### config.mk
export PLATFORM = sky130hd
export DESIGN_NAME = hamming_decoder
export DESIGN_NICKNAME = d
export VERILOG_FILES = /design/src/rtl/hamming_decoder.sv
export SDC_FILE = /design/constraint.sdc
export NUM_CORES = 1
export LEC_CHECK = 0
export CORE_UTILIZATION = 30
export DETAILED_ROUTE_END_ITERATION = 12
export PLACE_DENSITY_LB_ADDON = 0.08
export SYNTH_ARGS = -nofsm -noshare
export SYNTH_HDL_FRONTEND = slang
export SYNTH_SLANG_ARGS = --single-unit
### constraint.sdc
create_clock -name clk -period 1.55 [get_ports clk]
set_input_delay 0.3875 -clock clk [delete_from_list [all_inputs] [get_ports clk]]
set_output_delay 0.3875 -clock clk [all_outputs]
set_load 0.02 [all_outputs]
### src/rtl/hamming_decoder.sv
// hamming_decoder: two-stage SEC-DED decoder for 11 data bits + 5 check bits.
// Stage 1 captures the received word with its syndrome and overall parity.
// Stage 2 applies the correction, classifies the word and feeds the
// saturating event counters and the sticky double-error flag.
//
// Handshake: dec_valid_in qualifies dec_data_in/dec_parity_in in the cycle it
// is high; dec_valid_out qualifies dec_data_out, syndrome_out, sec_err and
// ded_err. There is no backpressure, so every accepted word emerges exactly
// two rising edges later.
module hamming_decoder #(
    parameter int CNT_W = 16
) (
    input  logic             clk,
    input  logic             rstN,
    input  logic             dec_valid_in,
    input  logic [10:0]      dec_data_in,
    input  logic [4:0]       dec_parity_in,
    input  logic             cnt_clr,
    output logic             dec_valid_out,
    output logic [10:0]      dec_data_out,
    output logic             sec_err,
    output logic             ded_err,
    output logic [3:0]       syndrome_out,
    output logic             ded_sticky,
    output logic [CNT_W-1:0] corr_count,
    output logic [CNT_W-1:0] uncorr_count
);

    // Stage 1 state
    logic             s1_valid_q, s1_valid_d;
    logic [10:0]      s1_data_q,  s1_data_d;
    logic [3:0]       s1_syn_q,   s1_syn_d;
    logic             s1_ovr_q,   s1_ovr_d;

    // Stage 2 state
    logic             out_valid_q, out_valid_d;
    logic [10:0]      out_data_q,  out_data_d;
    logic             out_sec_q,   out_sec_d;
    logic             out_ded_q,   out_ded_d;
    logic [3:0]       out_syn_q,   out_syn_d;
    logic             sticky_q,    sticky_d;
    logic [CNT_W-1:0] corr_q,      corr_d;
    logic [CNT_W-1:0] uncorr_q,    uncorr_d;

    logic [3:0]       chk;
    logic [10:0]      flip_mask;

    // Stage 1: recompute check bits, form syndrome and overall parity
    always_comb begin
        chk[0] = dec_data_in[0] ^ dec_data_in[1] ^ dec_data_in[3] ^ dec_data_in[4]
               ^ dec_data_in[6] ^ dec_data_in[8] ^ dec_data_in[10];
        chk[1] = dec_data_in[0] ^ dec_data_in[2] ^ dec_data_in[3] ^ dec_data_in[5]
               ^ dec_data_in[6] ^ dec_data_in[9] ^ dec_data_in[10];
        chk[2] = dec_data_in[1] ^ dec_data_in[2] ^ dec_data_in[3] ^ dec_data_in[7]
               ^ dec_data_in[8] ^ dec_data_in[9] ^ dec_data_in[10];
        chk[3] = dec_data_in[4] ^ dec_data_in[5] ^ dec_data_in[6] ^ dec_data_in[7]
               ^ dec_data_in[8] ^ dec_data_in[9] ^ dec_data_in[10];

        s1_valid_d = dec_valid_in;
        s1_data_d  = s1_data_q;
        s1_syn_d   = s1_syn_q;
        s1_ovr_d   = s1_ovr_q;
        if (dec_valid_in) begin
            s1_data_d = dec_data_in;
            s1_syn_d  = chk ^ dec_parity_in[3:0];
            s1_ovr_d  = (^dec_data_in) ^ (^dec_parity_in);
        end
    end

    // Syndrome to data-bit position; check-bit syndromes map to no data bit
    always_comb begin
        flip_mask = '0;
        case (s1_syn_q)
            4'd3:    flip_mask = 11'b000_0000_0001;
            4'd5:    flip_mask = 11'b000_0000_0010;
            4'd6:    flip_mask = 11'b000_0000_0100;
            4'd7:    flip_mask = 11'b000_0000_1000;
            4'd9:    flip_mask = 11'b000_0001_0000;
            4'd10:   flip_mask = 11'b000_0010_0000;
            4'd11:   flip_mask = 11'b000_0100_0000;
            4'd12:   flip_mask = 11'b000_1000_0000;
            4'd13:   flip_mask = 11'b001_0000_0000;
            4'd14:   flip_mask = 11'b010_0000_0000;
            4'd15:   flip_mask = 11'b100_0000_0000;
            default: flip_mask = '0;
        endcase
    end

    // Stage 2: classify, correct, and update counters and sticky flag
    always_comb begin
        out_valid_d = s1_valid_q;
        // Odd overall parity means one flipped bit; even parity with a
        // nonzero syndrome means two.
        out_sec_d   = s1_valid_q & s1_ovr_q;
        out_ded_d   = s1_valid_q & ~s1_ovr_q & (|s1_syn_q);
        out_data_d  = out_data_q;
        out_syn_d   = out_syn_q;
        if (s1_valid_q) begin
            out_syn_d  = s1_syn_q;
            out_data_d = s1_ovr_q ? (s1_data_q ^ flip_mask) : s1_data_q;
        end

        corr_d   = corr_q;
        uncorr_d = uncorr_q;
        sticky_d = sticky_q | out_ded_d;
        if (cnt_clr) begin
            // A clear coinciding with an event leaves that event counted.
            corr_d   = out_sec_d ? CNT_W'(1) : '0;
            uncorr_d = out_ded_d ? CNT_W'(1) : '0;
            sticky_d = out_ded_d;
        end else begin
            if (out_sec_d && !(&corr_q))
                corr_d = corr_q + CNT_W'(1);
            if (out_ded_d && !(&uncorr_q))
                uncorr_d = uncorr_q + CNT_W'(1);
        end
    end

    // Pipeline and counter registers with synchronous active-low reset
    always_ff @(posedge clk) begin
        if (!rstN) begin
            s1_valid_q  <= 1'b0;
            s1_data_q   <= '0;
            s1_syn_q    <= '0;
            s1_ovr_q    <= 1'b0;
            out_valid_q <= 1'b0;
            out_data_q  <= '0;
            out_sec_q   <= 1'b0;
            out_ded_q   <= 1'b0;
            out_syn_q   <= '0;
            sticky_q    <= 1'b0;
            corr_q      <= '0;
            uncorr_q    <= '0;
        end else begin
            s1_valid_q  <= s1_valid_d;
            s1_data_q   <= s1_data_d;
            s1_syn_q    <= s1_syn_d;
            s1_ovr_q    <= s1_ovr_d;
            out_valid_q <= out_valid_d;
            out_data_q  <= out_data_d;
            out_sec_q   <= out_sec_d;
            out_ded_q   <= out_ded_d;
            out_syn_q   <= out_syn_d;
            sticky_q    <= sticky_d;
            corr_q      <= corr_d;
            uncorr_q    <= uncorr_d;
        end
    end

    assign dec_valid_out = out_valid_q;
    assign dec_data_out  = out_data_q;
    assign sec_err       = out_sec_q;
    assign ded_err       = out_ded_q;
    assign syndrome_out  = out_syn_q;
    assign ded_sticky    = sticky_q;
    assign corr_count    = corr_q;
    assign uncorr_count  = uncorr_q;

endmodule

# Yosys cells after proc, flatten, opt, wreduce, memory -nomap -nowiden
# Memories as Yosys holds them, arrays and structs flattened. A register that Yosys moved wholly into a read port is not among the register bits.
# Index checks and enable logic that the tools add are counted.
# classes
n_addsub,2
muxes,10
n_bitwise,32
n_reduce_logical,11
# ops
op,count
two-way mux 16 bit,4
"adder 16 x 1 -> 16 bit, second input constant",2
AND reduction 16 bit,2
XOR 1 bit,25
two-way mux 11 bit,1
XOR reduction 11 bit,1
XOR 11 bit,1
two-way mux 4 bit,2
XOR reduction 5 bit,1
nonzero test 2 bit,2
OR reduction 4 bit,1
XOR 4 bit,1
bitwise AND 1 bit,3
two-way mux 1 bit,3
logical AND 1 bit,2
logical NOT 1 bit,2
NOT 1 bit,1
bitwise OR 1 bit,1
# word_totals
reg_bits,68
mem_bits_ro,176
inputBits,20
output_inout_bits,51
elab_cells,68
mem_count,1
# memory_table
memory,depth,width,rd,rd_clocked_by_memory_dff,wr,line,source
(no name shown),16,11,1,1,0,73,case (s1_syn_q)

# Depth between registers and ports, before layout
# Gate-level depths: netlist of run 1.
# logic_depth
word_depth,9
mapped_depth,6
mapped_depth_nobuf,6

# Worst setup path after synthesis of run 1
# No wires, ideal clock.
# synth_timing
path_type,reg-to-reg
from,"register uncorr_q[2], in the netlist uncorr_count[2]"
to,"register uncorr_q[13], in the netlist uncorr_count[13]"
setup_time_ps,128
t_arrival_ps,1682
required_time_ps,1422
setup_slack_ps,-259
path_stages_with_launch,6
path_buffers,0
synth_period_minus_slack_ps,1809
path_cell_list,dfxtp_1 -> nand4_1 -> or4b_4 -> nor3_1 -> xnor2_1 -> nor2_1
# synth_between
elab_chain_cells,4
elab_cells_between_ends,7
cone_classes,add/sub (1); mux (2); reduce/logical (4)
# synth_lines
element,line,source
start: declaration,43,"logic [CNT_W-1:0] uncorr_q, uncorr_d;"
start signal: assignment,146,uncorr_q <= uncorr_d;
branches (longest 4 deep; another with adder 16 x 1 -> 16 bit),-,
# Parallel ways; which one is timed is not known. The select of a mux whose other input is x is not followed.
# A chain may end at the register's enable or synchronous reset.

# Worst setup path in the final report of run 1
# layout_timing
from,input dec_data_in[9]
to,"register, netlist name flip_mask[9]"
# layout_between
elab_chain_cells,5
elab_cells_between_ends,9
cone_classes,mux (2); bitwise (7)
# layout_lines
element,line,source
start: declaration,16,"input logic [10:0] dec_data_in,"
"XOR 1 bit, on equally long branches (2 in series)","53, 55, 57",
XOR 4 bit (*),65,s1_syn_d = chk ^ dec_parity_in[3:0];
two-way mux 4 bit (no line) (*) (2 in series),-,
# Every way passes the cells marked *; elsewhere a longest branch is shown, timed or not.

==> results.ini, run 1 <==
[timing]
final-hold-violation-count=0
period_share_pct=102
skew_ns=0.00571
drv_slew=0
finalCriticalPeriod_ns=1.58
finalSetupViolCount=7
worstMarginPinSlew_ns=0.354
rsz0062_at_grt=true
setup_slack_ns=-0.0348
fmax_mhz=631
slew-limit-headroom_pct=76.3
holdWs_ns=0.296

[setup_path]
reg2reg_depth=5
worstSetupPathType=in2reg
critical_path.startpoint=dec_data_in[9]
rr_startpoint=uncorr_count[4]
r2r-end=uncorr_count[7]
crit_path_max_fanout=4
cp_num_buf_inv=3
critPathCapture=flip_mask[9]
cp-end-kind=register
slowest_delay_ns=0.29
path_delay_family=XOR/XNOR gates
worstPathRequired_ns=1.80
crit_cells=8
crit_arrival_ns=1.83
cpMaxStageDelayCell=xor2_2
startpoint_type=input port
crit_chain=buf_6 > xnor2_4 > buf_6 > xnor2_4 > xor2_2 > o21bai_4 > buf_12 > nor4_4
r2r_slack_ns=-0.03

[clock_tree]
h-tree-depth=3
clock_latency_ns=0.34
cts_made_buffers=9
clkTransAtPathRegs_ns=0.06
cts_tree=yes
cts_hold_buf=0
clockBufferDepth=2
cts_sinks=79
root_buffer=clkbuf_16

[layout]
final_cell_area_sq_um=5740
antenna_cells=0
fin_nets=557
syn_to_final_growth_pct=64.0
drive_gt1_share_pct=37.2
fillCellCount=1081

[grt]
grt.overflow.total=0
grtUsageTotal_pct=16.2
grt_antenna_before_repair=0
grt_pass1_wl_mm=14.7
grt_pass1_vias=3016
grt_max_degree=21

[yosys]
yosys.area_share.simple_pct=22.7
synthAdderAreaFrac_pct=0.715
synthFlopType=dfxtp_1
synth_top_area_share_pct=45.2
netlist_area_sq_um=3500
ys_seq_elements=79
synth.area.top_cells=dfxtp_1, xor2_1, xnor2_1
synthArstFlopShare_pct=0
yosys_warnings=0
synth_xor_area_share_pct=13.5
synth_compound_area_share_pct=10.2
synth_fp_nets=406
synth.distinct_cells=47
syn_inst=384
synth_top_family_by_area=simple AND/OR/NAND/NOR gates
synth_seq_area_share_pct=45.2
syn-mean-instance-area_sq_um=9.11
synth_top_area_cell=dfxtp_1
synth_edf_count=0
muxShareOfSynthArea_pct=5.15

[floorplan]
die_x_um=110
core_sq_um=11400
die-area_sq_um=12100
ioPinCount=71
rows=39
initial_utilization_pct=30.8
chipHeight_um=110

[worst_hold_path]
hold_class=in2reg
hold_depth=3

[pwr]
p_leak_nw=2.42
power.internal_mw=3.85
power.density_nw_per_um2=918
vdd.ir_drop.worst_uv=461
p_seq_share_pct=41.0
comb_power_share_pct=22.2
p_sw_mw=1.42
clkPwrFrac_pct=36.9
switching_share_pct=26.9

[flow_run]
cap_viol_max_count=0

[place]
gp_congestion=0.809
dp_hpwl_mm=6.57
post_dp_cell_area_sq_um=4920
io_buffers=70

[detailed_routing]
drt_first_pass_iters=4
drc=0
drt-initial-drc-count=98
post_drt_wl_per_cell_um=14.0
avgViaCountPerCell=4.80
antenna_left=0
wirelength_mm=9.51
vias=3266

[outcome]
outcome=finished, violations left
failed_checks=setup timing

timing repair:
| action | 4_1_cts | 5_1_grt |
|---|---|---|
| pin swaps | 34 | 40 |
| resized for setup | 129 | 95 |
| endpoints found under the setup margin | 76 | 45 |
| setup buffers | 8 | 12 |
power by group through the flow:
stage | Clock (mW) | Combinational (mW) | Sequential (mW)
6_report | 1.94 | 1.17 | 2.16
5_1_grt | 2.09 | 1.25 | 2.17
4_1_cts | 2.00 | 0.968 | 2.16
3_5_place_dp | 0 | 0.826 | 2.20
3_3_place_gp | 0 | 0.823 | 2.20
2_1_floorplan | 0 | 0.421 | 2.23
worst min-delay path by stage:
stage	from	to	slack, ns
6_report	dec_data_in[5]	s1_data_q[5]	0.30
5_1_grt	dec_data_in[5]	s1_data_q[5]	0.31
4_1_cts	dec_data_in[8]	s1_data_q[8]	0.36
3_5_place_dp	ded_sticky	ded_sticky	0.48
3_3_place_gp	ded_sticky	ded_sticky	0.47
2_1_floorplan	s1_data_q[0]	s1_data_q[0]	0.48
flip-flops by register name, indices dropped and copies added, names as in the netlist:
register	cells
s1_ovr_q	1
corr_count	16
flip_mask	11
out_valid_d	1
syndrome_out	4
dec_data_out	11
s1_syn_q	4
ded_err	1
s1_data_q	11
dec_valid_out	1
sec_err	1
ded_sticky	1
uncorr_count	16
cells in the mapped netlist (4+ instances only):
cell       n
dfxtp_1   79
nor2_1    58
xor2_1    29
xnor2_1   25
nand2_1   24
mux2i_1   18
nor4_1    14
nand4_1   13
a211oi_1  12
o21ai_0   12
nand3_1   10
clkbuf_1   9
nor3_1     9
inv_1      8
a21oi_1    7
and4_1     6
and3_1     5
or3_1      4
stage by stage:
| stage | worst slack (ns) | utilization, % | std cells | power, mW | TNS (ns) |
|---|---|---|---|---|---|
| 4_1_cts | -0.0575 | 47.1 | 669 | 5.13 | -0.203 |
| 5_1_grt | -0.138 | 50.5 | 681 | 5.51 | -1.02 |
| 3_5_place_dp | -0.720 | 43.3 | 648 | 3.03 | -17.81 |
| 2_1_floorplan | -0.0786 | - | 384 | 2.65 | -0.352 |
| 3_3_place_gp | -0.668 | 43.3 | 648 | 3.03 | -17.24 |
| 6_report | -0.0348 | 50.5 | 681 | 5.27 | -0.121 |
tightest hold or removal path: stages:
cell     delay [ns]
buf_8          0.08
mux2i_1        0.06
nor2_1         0.07
cells by family after synthesis:
kind of cell	count (synthesis)
mux	18
flops	79
compound gates	52
xor+xnor	54
fa+ha+maj	2
buf+inv	23
simple gates	156
cells in the final DEF, fill, tap and decap left out, types with 13 or more instances in the layout:
| cell type | Yosys | final |
|---|---|---|
| buf_4 | 0 | 76 |
| nor2_1 | 58 | 56 |
| dfxtp_1 | 79 | 51 |
| dlygate4sd2_1 | 0 | 48 |
| nand2_1 | 24 | 24 |
| xor2_1 | 29 | 23 |
| dfxtp_2 | 0 | 20 |
| mux2i_1 | 18 | 18 |
| xnor2_1 | 25 | 15 |
| nand4_1 | 13 | 13 |
metal layers:
| metal | track usage [%] | wire (um) | vias to the layer above |
|---|---|---|---|
| li1 | - | - | 1649 |
| met1 | 20.8 | 4340 | 1538 |
| met2 | 25.8 | 4650 | 67 |
| met3 | 3.82 | 388 | 12 |
| met4 | 7.14 | 129 | 0 |
| met5 | 0 | 0 | - |
layout make-up:
cell class                 count  area [sq um]  share of cell area (%)
clock inverter                 1          5.00                  0.0872
tap                          143           179                    3.12
inverter                      10          42.5                   0.741
timing repair buffer         153          1300                    22.6
clock buffer                  13           260                    4.53
multi-input combinational    282          2320                    40.4
sequential                    79          1640                    28.5
Note: power is estimated with default switching activity, not from simulation.
==> run 2, diff against run 1 <==
--- a/config.mk
+++ b/config.mk
@@ -5,6 +5,7 @@
 export SDC_FILE = /design/constraint.sdc
 export NUM_CORES = 1
 export LEC_CHECK = 0
+export CORE_ASPECT_RATIO = 1.75
 export CORE_UTILIZATION = 30
 export DETAILED_ROUTE_END_ITERATION = 12
 export PLACE_DENSITY_LB_ADDON = 0.08
==> constraint.sdc (replaced) <==
create_clock -name clk -period 1.45 [get_ports clk]
set_input_delay 0.3625 -clock clk [delete_from_list [all_inputs] [get_ports clk]]
set_output_delay 0.3625 -clock clk [all_outputs]
set_load 0.02 [all_outputs]
==> results.ini, run 2 (synthesis gave the netlist of run 1 again) <==
[detailed_routing]
drt_first_pass_iters=4  ; unchanged
antenna_left=0  ; unchanged
post_drt_wl_per_cell_um=14.6  ; +4.4%
drt-initial-drc-count=75  ; -23%
vias=3425  ; +4.9%
wirelength_mm=10.1  ; +6.0%
avgViaCountPerCell=4.96  ; +3.4%
drc=0  ; unchanged

[timing]
setup_slack_ns=-0.166  ; -0.131 ns
period_share_pct=111
drv_slew=0  ; unchanged
fin_tns_setup_ns=-0.969  ; -0.848 ns
worstMarginPinSlew_ns=0.351  ; -0.00252 ns
skew_ns=0.0101  ; +0.00443 ns
rsz0062_at_grt=true
fmax_mhz=619
slew-limit-headroom_pct=76.5  ; +0.24 points
finalCriticalPeriod_ns=1.62
final-hold-violation-count=0  ; unchanged
finalSetupViolCount=16  ; +9

[clock_tree]
cts_hold_buf=0  ; unchanged
h-tree-depth=3  ; unchanged
clockBufferDepth=2  ; unchanged
root_buffer=clkbuf_16
clkTransAtPathRegs_ns=0.06  ; about the same
cts_sinks=79  ; unchanged
clock_latency_ns=0.34  ; about the same
cts_made_buffers=9  ; unchanged
cts_tree=yes

[grt]
grt_max_degree=28  ; +33%
grt-busiest-layer=met2
grt_antenna_before_repair=0  ; unchanged
grt_pass1_vias=3391  ; +12%
use_met1_pct=16.1  ; -4.7 points
grt_use_met2_pct=34.1  ; +8.3 points
grt_pass1_wl_mm=16.0  ; +8.5%
use_met3_pct=3.01  ; -0.82 points
grtUsageTotal_pct=16.8  ; +0.56 points
grt.overflow.total=0  ; unchanged

[floorplan]
core_sq_um=11200  ; -1.2%
die_x_um=83.6  ; -24%
rows=51  ; +31%
ioPinCount=71  ; unchanged
initial_utilization_pct=31.2  ; +0.38 points
die-area_sq_um=12100  ; +0.14%
chipHeight_um=145  ; +32%

[layout]
layout_common_cells=buf_4, nor2_1, dfxtp_1
antenna_cells=0  ; unchanged
final_common_cell=buf_4
drive_gt1_share_pct=46.7  ; +9.5 points
fin_nets=576  ; +3.4%
final_cell_count_no_fill=691  ; +1.5%
syn_to_final_growth_pct=71.4

[pwr]
comb_power_share_pct=21.5  ; -0.7 points
p_leak_nw=2.48  ; +2.7%
switching_share_pct=27.9  ; +1.0 points
clkPwrFrac_pct=39.4  ; +2.5 points
p_seq_share_pct=39.1  ; -1.9 points
vdd.ir_drop.worst_uv=660  ; +43%
power.internal_mw=4.27  ; +11%
p_sw_mw=1.66  ; +17%
power.density_nw_per_um2=989  ; +7.7%

[place]
dp.cells=653  ; +0.77%
dp_hpwl_mm=7.38  ; +12%
io_buffers=70  ; unchanged
gp_congestion=0.858  ; +6.1%

[outcome]
outcome=finished, violations left
failed_checks=setup timing

[setup_path]
slowest_delay_ns=0.54  ; +0.25 ns
worstPathRequired_ns=1.66  ; -0.14 ns
cpMaxStageDelayCell=or4b_4
rr_startpoint=uncorr_count[0]
crit_chain=and2_1 > or4b_4 > nor3b_2 > xnor2_1 > nor2_1
crit_path_max_fanout=5  ; +1
startpoint_type=register
crit_arrival_ns=1.82  ; about the same
cp-end-kind=register
critical_path.startpoint=uncorr_count[0]
worstSetupPathType=reg2reg

[worst_hold_path]
min-delay-start=dec_data_in[10]
hold_class=in2reg

[flow_run]
cap_viol_max_count=0  ; unchanged

[run 2: through the flow]
| step | instance area, sq um | hold WS [ns] | util (%) | worst slack, ns | total power, mW |
|---|---|---|---|---|---|
| final | 6000 | 0.282 | 53.4 | -0.166 | 5.93 |
| after CTS | 5650 | 0.338 | 50.3 | -0.166 | 5.77 |
| after floorplan | 3670 | 0.480 | - | -0.181 | 2.87 |
| after global placement | 5080 | 0.464 | 45.3 | -0.804 | 3.27 |
| after detailed placement | 5080 | 0.478 | 45.3 | -0.830 | 3.28 |
| after global routing | 6000 | 0.297 | 53.4 | -0.248 | 6.18 |
[run 2: final cells by class]
cell class / instances / area (sq um)
inverters: 10 / 46.3
flip-flops and latches: 79 / 1640
multi-input cells: 282 / 2410
clock inverters: 6 / 68.8
repair buffers: 172 / 1420
well taps: 132 / 165
fillers: 1071 / 5230
clock buffers: 10 / 239
[run 2: power groups by stage]
stage | clock network, mW | registers (mW) | logic, mW
floorplan | 0 | 2.39 | 0.475
finish | 2.34 | 2.32 | 1.28
CTS | 2.40 | 2.32 | 1.05
global route | 2.49 | 2.33 | 1.36
detailed placement | 0 | 2.36 | 0.915
global placement | 0 | 2.36 | 0.908
[run 2: final timing paths]
| check | end | slack (ns) | depth (start not counted) |
|---|---|---|---|
| setup reg to reg | uncorr_count[7] | -0.17 | 5 |
| hold / removal | s1_data_q[10] | 0.28 | 3 |
| setup / recovery | uncorr_count[7] | -0.17 | 5 |
| hold reg to reg | dec_data_out[9] | 0.48 | 2 |
[run 2: worst max-delay path, delay by kind of cell, from the launching register on]
family	cells	cell delay [ns]
flip-flops	1	0.38
XOR/XNOR	1	0.14
AND/OR/NAND/NOR	4	0.96
[run 2: metal layers]
metal,vias up,wire length (um)
li1,1689,-
met5,-,0
met3,16,259
met2,64,6020
met4,0,223
met1,1656,3570
[run 2: timing repair]
action / in CTS / in global routing
endpoints found under the setup margin: 92 / 58
gates resized for setup: 190 / 107
setup buffers: 11 / 16
pin swaps: 52 / 53
